===== src/rtl/uart_trace_fifo.sv =====
// Trace capture FIFO that formats each captured word as an uppercase hex line
// and sends it over an 8N1 UART. Drops caused by a full FIFO are flagged with a '!' prefix.
module uart_trace_fifo #(
    parameter int DATA_W   = 32,
    parameter int DEPTH    = 16,
    parameter int CLK_FREQ = 25000000,
    parameter int BAUD     = 500000,
    parameter int MODE     = 0,
    parameter int GAP_BITS = 1
) (
    input  logic                   clk,
    input  logic                   reset,
    input  logic [DATA_W-1:0]      trace_data,
    input  logic                   trace_valid,
    output logic                   uart_tx,
    output logic                   overflow,
    output logic [$clog2(DEPTH):0] fifo_level
);

    localparam int AW       = $clog2(DEPTH);
    localparam int LW       = AW + 1;
    localparam int DIV      = CLK_FREQ / BAUD;
    localparam int GAP_CYC  = GAP_BITS * DIV;
    localparam int GAP_LAST = (GAP_CYC > 0) ? GAP_CYC - 1 : 0;
    localparam int CNT_W    = $clog2(DIV + GAP_CYC + 1);
    localparam int NIB      = DATA_W / 4;
    localparam int NW       = $clog2(NIB + 1);

    typedef enum logic [2:0] {F_IDLE, F_DROP, F_HEX, F_CR, F_LF} fmt_t;
    typedef enum logic [1:0] {S_IDLE, S_BITS, S_GAP} ser_t;

    logic [DATA_W-1:0] mem [DEPTH];
    logic [AW-1:0]     wr_ptr, rd_ptr;
    logic [DATA_W-1:0] last_captured;
    logic              first_sample;
    logic              capture, full, push, pop, drop;

    fmt_t              fmt_state, fmt_next;
    logic [DATA_W-1:0] word_sr;
    logic [NW-1:0]     nib_cnt;
    logic              drop_pending;
    logic              load;
    logic [7:0]        tx_char;

    ser_t              ser_state, ser_next;
    logic [CNT_W-1:0]  div_cnt;
    logic [3:0]        bit_cnt;
    logic [8:0]        shifter;
    logic              bit_end, last_bit, gap_end, ser_ready;

    function automatic logic [7:0] hex_char(input logic [3:0] n);
        return (n < 4'd10) ? (8'h30 + {4'h0, n}) : (8'h37 + {4'h0, n});
    endfunction

    // A pop in the same cycle frees a slot, so a push into a full FIFO still lands.
    assign full    = (fifo_level == LW'(DEPTH));
    assign capture = trace_valid && (MODE == 0 || first_sample || trace_data != last_captured);
    assign push    = capture && (!full || pop);
    assign drop    = capture && full && !pop;

    always_ff @(posedge clk) begin
        if (push) mem[wr_ptr] <= trace_data;
    end

    always_ff @(posedge clk) begin
        if (reset) begin
            wr_ptr        <= '0;
            rd_ptr        <= '0;
            fifo_level    <= '0;
            overflow      <= 1'b0;
            first_sample  <= 1'b1;
            last_captured <= '0;
        end else begin
            if (push) begin
                wr_ptr        <= wr_ptr + 1'b1;
                last_captured <= trace_data;
                first_sample  <= 1'b0;
            end
            if (pop) rd_ptr <= rd_ptr + 1'b1;
            if (push && !pop) fifo_level <= fifo_level + 1'b1;
            else if (pop && !push) fifo_level <= fifo_level - 1'b1;
            if (drop) overflow <= 1'b1;
        end
    end

    always_ff @(posedge clk) begin
        if (reset) fmt_state <= F_IDLE;
        else       fmt_state <= fmt_next;
    end

    always_comb begin
        fmt_next = fmt_state;
        pop      = 1'b0;
        load     = 1'b0;
        tx_char  = '0;
        unique case (fmt_state)
            F_IDLE: if (fifo_level != '0) begin
                pop      = 1'b1;
                fmt_next = drop_pending ? F_DROP : F_HEX;
            end
            F_DROP: if (ser_ready) begin
                load     = 1'b1;
                tx_char  = 8'h21;
                fmt_next = F_HEX;
            end
            F_HEX: if (ser_ready) begin
                load    = 1'b1;
                tx_char = hex_char(word_sr[DATA_W-1 -: 4]);
                if (nib_cnt == NW'(NIB - 1)) fmt_next = F_CR;
            end
            F_CR: if (ser_ready) begin
                load     = 1'b1;
                tx_char  = 8'h0D;
                fmt_next = F_LF;
            end
            F_LF: if (ser_ready) begin
                load     = 1'b1;
                tx_char  = 8'h0A;
                fmt_next = F_IDLE;
            end
            default: fmt_next = F_IDLE;
        endcase
    end

    always_ff @(posedge clk) begin
        if (reset) begin
            word_sr      <= '0;
            nib_cnt      <= '0;
            drop_pending <= 1'b0;
        end else begin
            if (pop) begin
                word_sr <= mem[rd_ptr];
                nib_cnt <= '0;
            end else if (fmt_state == F_HEX && load) begin
                word_sr <= word_sr << 4;
                nib_cnt <= nib_cnt + 1'b1;
            end
            if (drop) drop_pending <= 1'b1;
            else if (fmt_state == F_DROP && load) drop_pending <= 1'b0;
        end
    end

    assign bit_end  = (div_cnt == CNT_W'(DIV - 1));
    assign last_bit = bit_end && (bit_cnt == 4'd9);
    assign gap_end  = (div_cnt == CNT_W'(GAP_LAST));
    // Ready already in the final high cycle, so the next start bit abuts stop/gap.
    assign ser_ready = (ser_state == S_IDLE)
                    || (ser_state == S_BITS && last_bit && GAP_CYC == 0)
                    || (ser_state == S_GAP && gap_end);

    always_ff @(posedge clk) begin
        if (reset) ser_state <= S_IDLE;
        else       ser_state <= ser_next;
    end

    always_comb begin
        ser_next = ser_state;
        unique case (ser_state)
            S_IDLE: if (load) ser_next = S_BITS;
            S_BITS: if (last_bit) ser_next = load ? S_BITS : ((GAP_CYC == 0) ? S_IDLE : S_GAP);
            S_GAP:  if (gap_end) ser_next = load ? S_BITS : S_IDLE;
            default: ser_next = S_IDLE;
        endcase
    end

    always_ff @(posedge clk) begin
        if (reset) begin
            uart_tx <= 1'b1;
            div_cnt <= '0;
            bit_cnt <= '0;
            shifter <= '1;
        end else if (load) begin
            shifter <= {1'b1, tx_char};
            uart_tx <= 1'b0;
            div_cnt <= '0;
            bit_cnt <= '0;
        end else if (ser_state == S_BITS) begin
            if (bit_end) begin
                div_cnt <= '0;
                bit_cnt <= bit_cnt + 1'b1;
                uart_tx <= shifter[0];
                shifter <= {1'b1, shifter[8:1]};
            end else begin
                div_cnt <= div_cnt + 1'b1;
            end
        end else if (ser_state == S_GAP) begin
            div_cnt <= gap_end ? '0 : div_cnt + 1'b1;
            uart_tx <= 1'b1;
        end else begin
            uart_tx <= 1'b1;
        end
    end

endmodule

===== config.mk =====
export PLATFORM = sky130hd
export DESIGN_NAME = uart_trace_fifo
export DESIGN_NICKNAME = d
export VERILOG_FILES = /design/src/rtl/uart_trace_fifo.sv
export SDC_FILE = /design/constraint.sdc
export NUM_CORES = 1
export LEC_CHECK = 0
export ABC_CLOCK_PERIOD_IN_PS = 5500
export BUFFER_PORTS_ARGS = -buffer_cell sky130_fd_sc_hd__buf_2
export CORE_UTILIZATION = 52
export CTS_CLUSTER_DIAMETER = 40
export DETAILED_ROUTE_END_ITERATION = 8
export PLACE_DENSITY = 0.8
export SLEW_MARGIN = 5
export SYNTH_ARGS = -nofsm -noshare
export SYNTH_HDL_FRONTEND = slang
export SYNTH_SLANG_ARGS = --single-unit
export TNS_END_PERCENT = 1

===== constraint.sdc =====
create_clock -name clk -period 5.5 [get_ports clk]
set_input_delay 0.55 -clock clk [delete_from_list [all_inputs] [get_ports clk]]
set_output_delay 0.55 -clock clk [all_outputs]
set_load 0.02 [all_outputs]

==> results of run 1 <==
==> Yosys cell counts (3+ instances only) <==
cell type	number
o21ai_0	33
nor2b_1	14
a221o_1	17
a31oi_1	7
buf_2	36
nand2b_1	4
and3_1	4
mux2_2	4
a221oi_1	3
o22a_1	10
a22oi_1	31
inv_1	17
xor2_1	10
ha_1	19
nand2_1	37
nand4_1	5
clkbuf_1	20
a21o_1	3
a21oi_1	24
a32oi_1	5
nor3_1	19
buf_4	5
or3_1	3
mux2i_1	96
xnor2_1	12
mux4_2	99
edfxtp_1	512
buf_1	6
dfxtp_1	80
a211oi_1	6
o22ai_1	15
o21ai_1	8
nor2_1	68
nand3_1	14
==> registers in the layout (all words and copies together) (netlist names), named ones only <==
| register | count |
|---|---|
| drop_pending | 1 |
| mem | 512 |
| overflow | 1 |
| word_sr | 32 |
| wr_ptr | 4 |
| shifter | 8 |
| rd_ptr | 4 |
| div_cnt | 7 |
| fmt_state | 3 |
| uart_tx | 1 |
| bit_cnt | 4 |
| ser_state | 2 |
| nib_cnt | 4 |
| fifo_level | 5 |
==> power groups by stage <==
stage / Combinational, W / Sequential, W / Clock [W]
6_report: 0.00174 / 0.00535 / 0.00479
5_1_grt: 0.00189 / 0.00539 / 0.00500
4_1_cts: 0.00174 / 0.00535 / 0.00483
3_5_place_dp: 0.00171 / 0.00544 / 0
3_3_place_gp: 0.00167 / 0.00543 / 0
2_1_floorplan: 0.00134 / 0.00531 / 0
==> worst paths after layout <==
kind,start,to,cells after the start
worst min-delay path,trace_valid,overflow,3
worst min register to register,overflow,overflow,2
worst max register to register,fmt_state[0],mem[11][3],4
worst max-delay path,fmt_state[0],mem[11][3],4
==> layout make-up <==
type,instances,area (µm²)
repair buffers,59,352.8
fillers,3106,17560
multi-input cells,603,5968
clock buffers,82,1859
clock inverters,47,588.1
inverters,18,67.56
well taps,592,740.7
flip-flops and latches,592,16990
==> worst max-delay path, stage by stage, from the launching register on <==
cell	delay (ns)
dfxtp_1	0.44
or3_1	0.57
a31oi_2	0.57
nand2_1	0.38
nor2_4	1.03
==> cell usage in the layout, fill, tap and decap left out, types with 10 or more instances in the layout <==
cell type / instances
dfxtp_1: 77
o21ai_0: 33
a22oi_1: 31
nor3_1: 15
clkbuf_16: 72
xnor2_1: 12
a221o_1: 17
ha_1: 19
xor2_1: 10
nand2_1: 37
nor2_1: 56
o22ai_1: 15
buf_4: 17
nor2_4: 12
o22a_1: 10
inv_1: 17
a21oi_1: 24
edfxtp_1: 512
nor2b_1: 14
mux4_2: 99
nand3_1: 14
mux2i_1: 96
buf_2: 41
==> metal layers <==
layer	up-vias	track usage, %	part of all wire (%)
li1	5303	-	-
met1	6208	29.47	39
met2	496	37.02	50
met3	119	4.701	8.0
met4	6	8.424	3.2
met5	-	0	0.082
==> logic make-up after synthesis <==
| family | Yosys count | synth area share [%] |
|---|---|---|
| compound gates | 180 | 5.532 |
| xor+xnor | 22 | 0.8295 |
| fa+ha+maj | 20 | 1.110 |
| buf+inv | 86 | 1.697 |
| flops | 592 | 73.08 |
| mux | 199 | 13.93 |
| simple gates | 182 | 3.819 |
==> metrics by stage <==
| step | cell area, µm² | total power, W | instances | hold WS (ns) | utilization [%] |
|---|---|---|---|---|---|
| floorplan | 23230 | 0.006650 | 1281 | 0.4528 | - |
| global placement | 24120 | 0.007095 | 1864 | 0.4525 | 54.66 |
| detailed placement | 24120 | 0.007151 | 1864 | 0.4566 | 54.66 |
| CTS | 26560 | 0.01193 | 1993 | 0.2904 | 60.20 |
| global route | 26560 | 0.01228 | 1993 | 0.3125 | 60.20 |
| finish | 26560 | 0.01188 | 1993 | 0.3124 | 60.20 |
==> results.yml, run 1 <==
placement:
  dp_slack_ns: 2.153
  dp_hpwl_mm: 28.13
  routabilityCongestion: 0.8364
  port_buffers: 41
route:
  wl_per_cell_um: 24.59
  viasPerCell: 6.087
  antenna_left: 0
  drt_iter0_markers: 1305
  drc: 0
  drt_first_pass_iters: 5
  totalWireLength_mm: 49.00
  via_count: 12130
floorplanning:
  io_pins: 42
  initial_core_util_pct: 52.64
  num_rows: 77
  die_h_um: 213.4
  die-area_mm2: 0.04552
  dieWidth_um: 213.4
  core_area_mm2: 0.04412
timing:
  period_needed_ns: 3.397
  max_slew_margin_pct: 14.28
  max_freq_ghz: 0.2944
  rsz0062_at_grt: "false"
  final_max_slew_viol_count: 0
  tns_ns: 0
  worstMarginPinSlew_ns: 1.283
  post-route-period-util_pct: 61.76
  setup_viol: 0
  timing.final.ws_setup_ns: 2.103
  finalHoldViolCount: 0
  clock_skew_ns: 0.04151
global_route:
  grt_antenna_before_repair: 3
  grt_first_pass_wirelength_mm: 74.57
  globalRouteOverflowTotal: 0
  grt_pass1_vias: 12420
  grt_max_degree: 57
  grt_usage_pct: 22.42
logic_synthesis:
  synth_top_area_share_pct: 66.19
  synth.avg_cell_area_um2: 18.13
  async_reset_ff_share_pct: 0
  synth_top_flop_cell: "edfxtp_1"
  synth_edf_count: 512
  yosysWarnings: 0
  yosysTopAreaCell: "edfxtp_1"
  synthCells: 1281
  ys_seq_elements: 592
  synth_cell_types: 63
  synth_fp_nets: 1336
  yosysSeqAreaShare_pct: 73.08
  synthTopCellsByArea: "edfxtp_1, mux4_2, dfxtp_1"
  netlist_area_mm2: 0.02323
layout:
  area_growth_pct: 14.36
  diodes: 0
  fin_nets: 1399
  drive_above_1_share_pct: 22.06
power_and_ir_drop:
  cellInternalPower_w: 0.008734
  ir_drop_mv: 0.2797
  clkPwrFrac_pct: 40.3
  p_leak_nw: 8.482
  power_frac_comb_pct: 14.6
  swShare_pct: 26.47
  power.net_switching_w: 0.003145
  power.density_mw_per_mm2: 447.2
  p_seq_share_pct: 45.1
worst_setup_path:
  cp-end-kind: "flip-flop"
  path_class: "flip-flop to flip-flop"
  required_ns: 5.68
  path_max_fanout: 32
  worst_ep_arrival_time_ns: 3.58
  start_kind: "flip-flop"
  ff2ff_setup_slack_ns: 2.10
outcome:
  outcome: "completed"
clock_tree:
  cts_setup_buffers: 0
  clock_path_buffers: 3
  cts_buffers: 70
  tritoncts: "built"
  hold_buffers: 0
  clk_latency_ns: 0.60
  clkTransAtPathRegs_ns: 0.05
  htreeDepth: 3
  ctsRootBufferMaster: "clkbuf_16"
  cts_sinks: 592
  cts_resized: 0
job:
  cap_violations: 0
hold_path:
  worst_hold_path_type: "primary input to flip-flop"
No activity file was read; power rests on OpenSTA's default activity.
==> inputs of run 2 (changes only) <==
--- a/config.mk
+++ b/config.mk
@@ -5,7 +5,7 @@
 export SDC_FILE = /design/constraint.sdc
 export NUM_CORES = 1
 export LEC_CHECK = 0
-export ABC_CLOCK_PERIOD_IN_PS = 5500
+export ABC_CLOCK_PERIOD_IN_PS = 3400
 export BUFFER_PORTS_ARGS = -buffer_cell sky130_fd_sc_hd__buf_2
 export CORE_UTILIZATION = 52
 export CTS_CLUSTER_DIAMETER = 40
==> constraint.sdc (replaced) <==
create_clock -name clk -period 3.4 [get_ports clk]
set_input_delay 0.34 -clock clk [delete_from_list [all_inputs] [get_ports clk]]
set_output_delay 0.34 -clock clk [all_outputs]
set_load 0.02 [all_outputs]
==> run 2 against run 1 <==
Final cell count increased by 1.9%; wire length grew 7.0%; register-to-register slack lost 1.8 ns; sequential power rose by 60%.
==> results.yml, run 2 (synthesis results as in run 1) <==
hold_path:
  worst_hold_path_type: "primary input to flip-flop"
timing:
  rsz0062_at_grt: "false"
  finalHoldViolCount: 0
  final_max_slew_viol_count: 0
  setup_viol: 0
  timing.final.ws_setup_ns: 0.3199
  period_needed_ns: 3.080
  whs_ns: 0.1050
  post-route-period-util_pct: 90.59
  max_freq_ghz: 0.3247
  worstMarginPinSlew_ns: 0.7383
  clock_skew_ns: 0.01629
  max_slew_margin_pct: 50.78
worst_setup_path:
  start_kind: "flip-flop"
  required_ns: 3.93
  cp-end-kind: "flip-flop"
  path_class: "flip-flop to flip-flop"
  worst_ep_arrival_time_ns: 3.61
  path_cells: "nor4_2, a21oi_4, inv_1, ha_1, inv_1, fa_1, a21o_1, a21oi_1, xnor2_1, or3_1, a21oi_1"
  max_stage_delay_ns: 0.65
  path_max_fanout: 7
  crit_slowest_cell: "nor4_2"
power_and_ir_drop:
  power_frac_comb_pct: 16.1
  cellInternalPower_w: 0.01381
  swShare_pct: 27.58
  ir_drop_mv: 0.4491
  p_leak_nw: 8.612
  power.net_switching_w: 0.005259
  clkPwrFrac_pct: 39.0
  p_seq_share_pct: 45.0
  finalPower_w: 0.01907
  power.density_mw_per_mm2: 710.3
global_route:
  grt_first_pass_wirelength_mm: 78.60
  grt_max_degree: 45
  grt_usage_pct: 23.80
  grt_antenna_before_repair: 2
  globalRouteOverflowTotal: 0
  grt_pass1_vias: 12860
layout:
  final_area_mm2: 0.02684
  drive_above_1_share_pct: 23.71
  layout_common_cells: "edfxtp_1, mux4_2, mux2i_1, dfxtp_1, clkbuf_16"
  final_common_cell: "edfxtp_1"
  top_regs: "mem x512, word_sr x32, shifter x8"
  fin_nets: 1434
  largest_register_ffs: 512
  diodes: 0
  area_growth_pct: 15.57
  utilization_pct: 60.84
  top_register: "mem"
route:
  met3_length_mm: 4.392
  top_layer: "met5"
  viasPerCell: 6.180
  antenna_left: 0
  drc: 0
  drt_iter0_markers: 1528
  totalWireLength_mm: 52.45
  wl_per_cell_um: 25.84
  wl_met1_mm: 20.12
  drt_first_pass_iters: 6
  met2_length_mm: 25.98
  via_count: 12550
clock_tree:
  clk_latency_ns: 0.61
  hold_buffers: 0
  cts_setup_buffers: 0
  ctsRootBufferMaster: "clkbuf_16"
  cts_resized: 0
  cts_sinks: 592
  clock_path_buffers: 3
  clkTransAtPathRegs_ns: 0.06
  htreeDepth: 3
  cts_buffers: 73
  tritoncts: "built"
placement:
  placed_cell_area_mm2: 0.02450
  dp_hpwl_mm: 30.07
  routabilityCongestion: 0.8306
  dp_slack_ns: 0.3205
  port_buffers: 41
floorplanning:
  core_area_mm2: 0.04412
  die-area_mm2: 0.04552
  initial_core_util_pct: 52.64
  die_h_um: 213.4
  num_rows: 77
  dieWidth_um: 213.4
  io_pins: 42
job:
  cap_violations: 0
outcome:
  outcome: "completed"
==> run 2: final timing paths <==
kind	to	slack, ns	cells past startpoint	from
setup / recovery	fifo_level[4]	0.32	11	fifo_level[1]
hold / removal	mem[15][11]	0.11	1	trace_data[11]
setup reg to reg	fifo_level[4]	0.32	11	fifo_level[1]
hold reg to reg	overflow	0.45	2	overflow
==> run 2: metal layers <==
layer  up-vias  GRT usage, %
met5         -             0
met4         4         10.02
met3       143         5.477
met2       612         38.40
met1      6405         31.30
li1       5382             -
==> run 2: cell type report <==
cell class                      count  area (µm²)
Multi-Input combinational cell    603        5974
Clock buffer                       89        1918
Tap cell                          592       740.7
Inverter                           18       67.56
Timing Repair Buffer               91       730.7
Clock inverter                     45       425.4
Fill cell                        3050       17280
Sequential cell                   592       16990
==> run 2: power by group through the flow <==
stage | Clock (W) | Combinational (W) | Sequential [W]
detailed placement | 0 | 0.00301 | 0.00872
floorplan | 0 | 0.00216 | 0.00859
finish | 0.00743 | 0.00306 | 0.00858
global route | 0.00779 | 0.00329 | 0.00862
global placement | 0 | 0.00293 | 0.00870
CTS | 0.00750 | 0.00305 | 0.00858
==> run 2: through the flow <==
step                TNS, ns  instances
floorplan            -62.12       1281
global placement          0       1896
detailed placement        0       1896
CTS                       0       2030
global route              0       2030
finish                    0       2030
==> run 2: worst max-delay path: cells and delay by family (launching register included) <==
family / cells / cell delay [ns]
AND/OR/NAND/NOR: 2 / 0.95
adder cells (fa/ha/maj): 2 / 0.66
AO/OA/AOI/OAI: 4 / 0.59
flip-flops: 1 / 0.38
buffers and inverters: 2 / 0.33
XOR/XNOR: 1 / 0.10
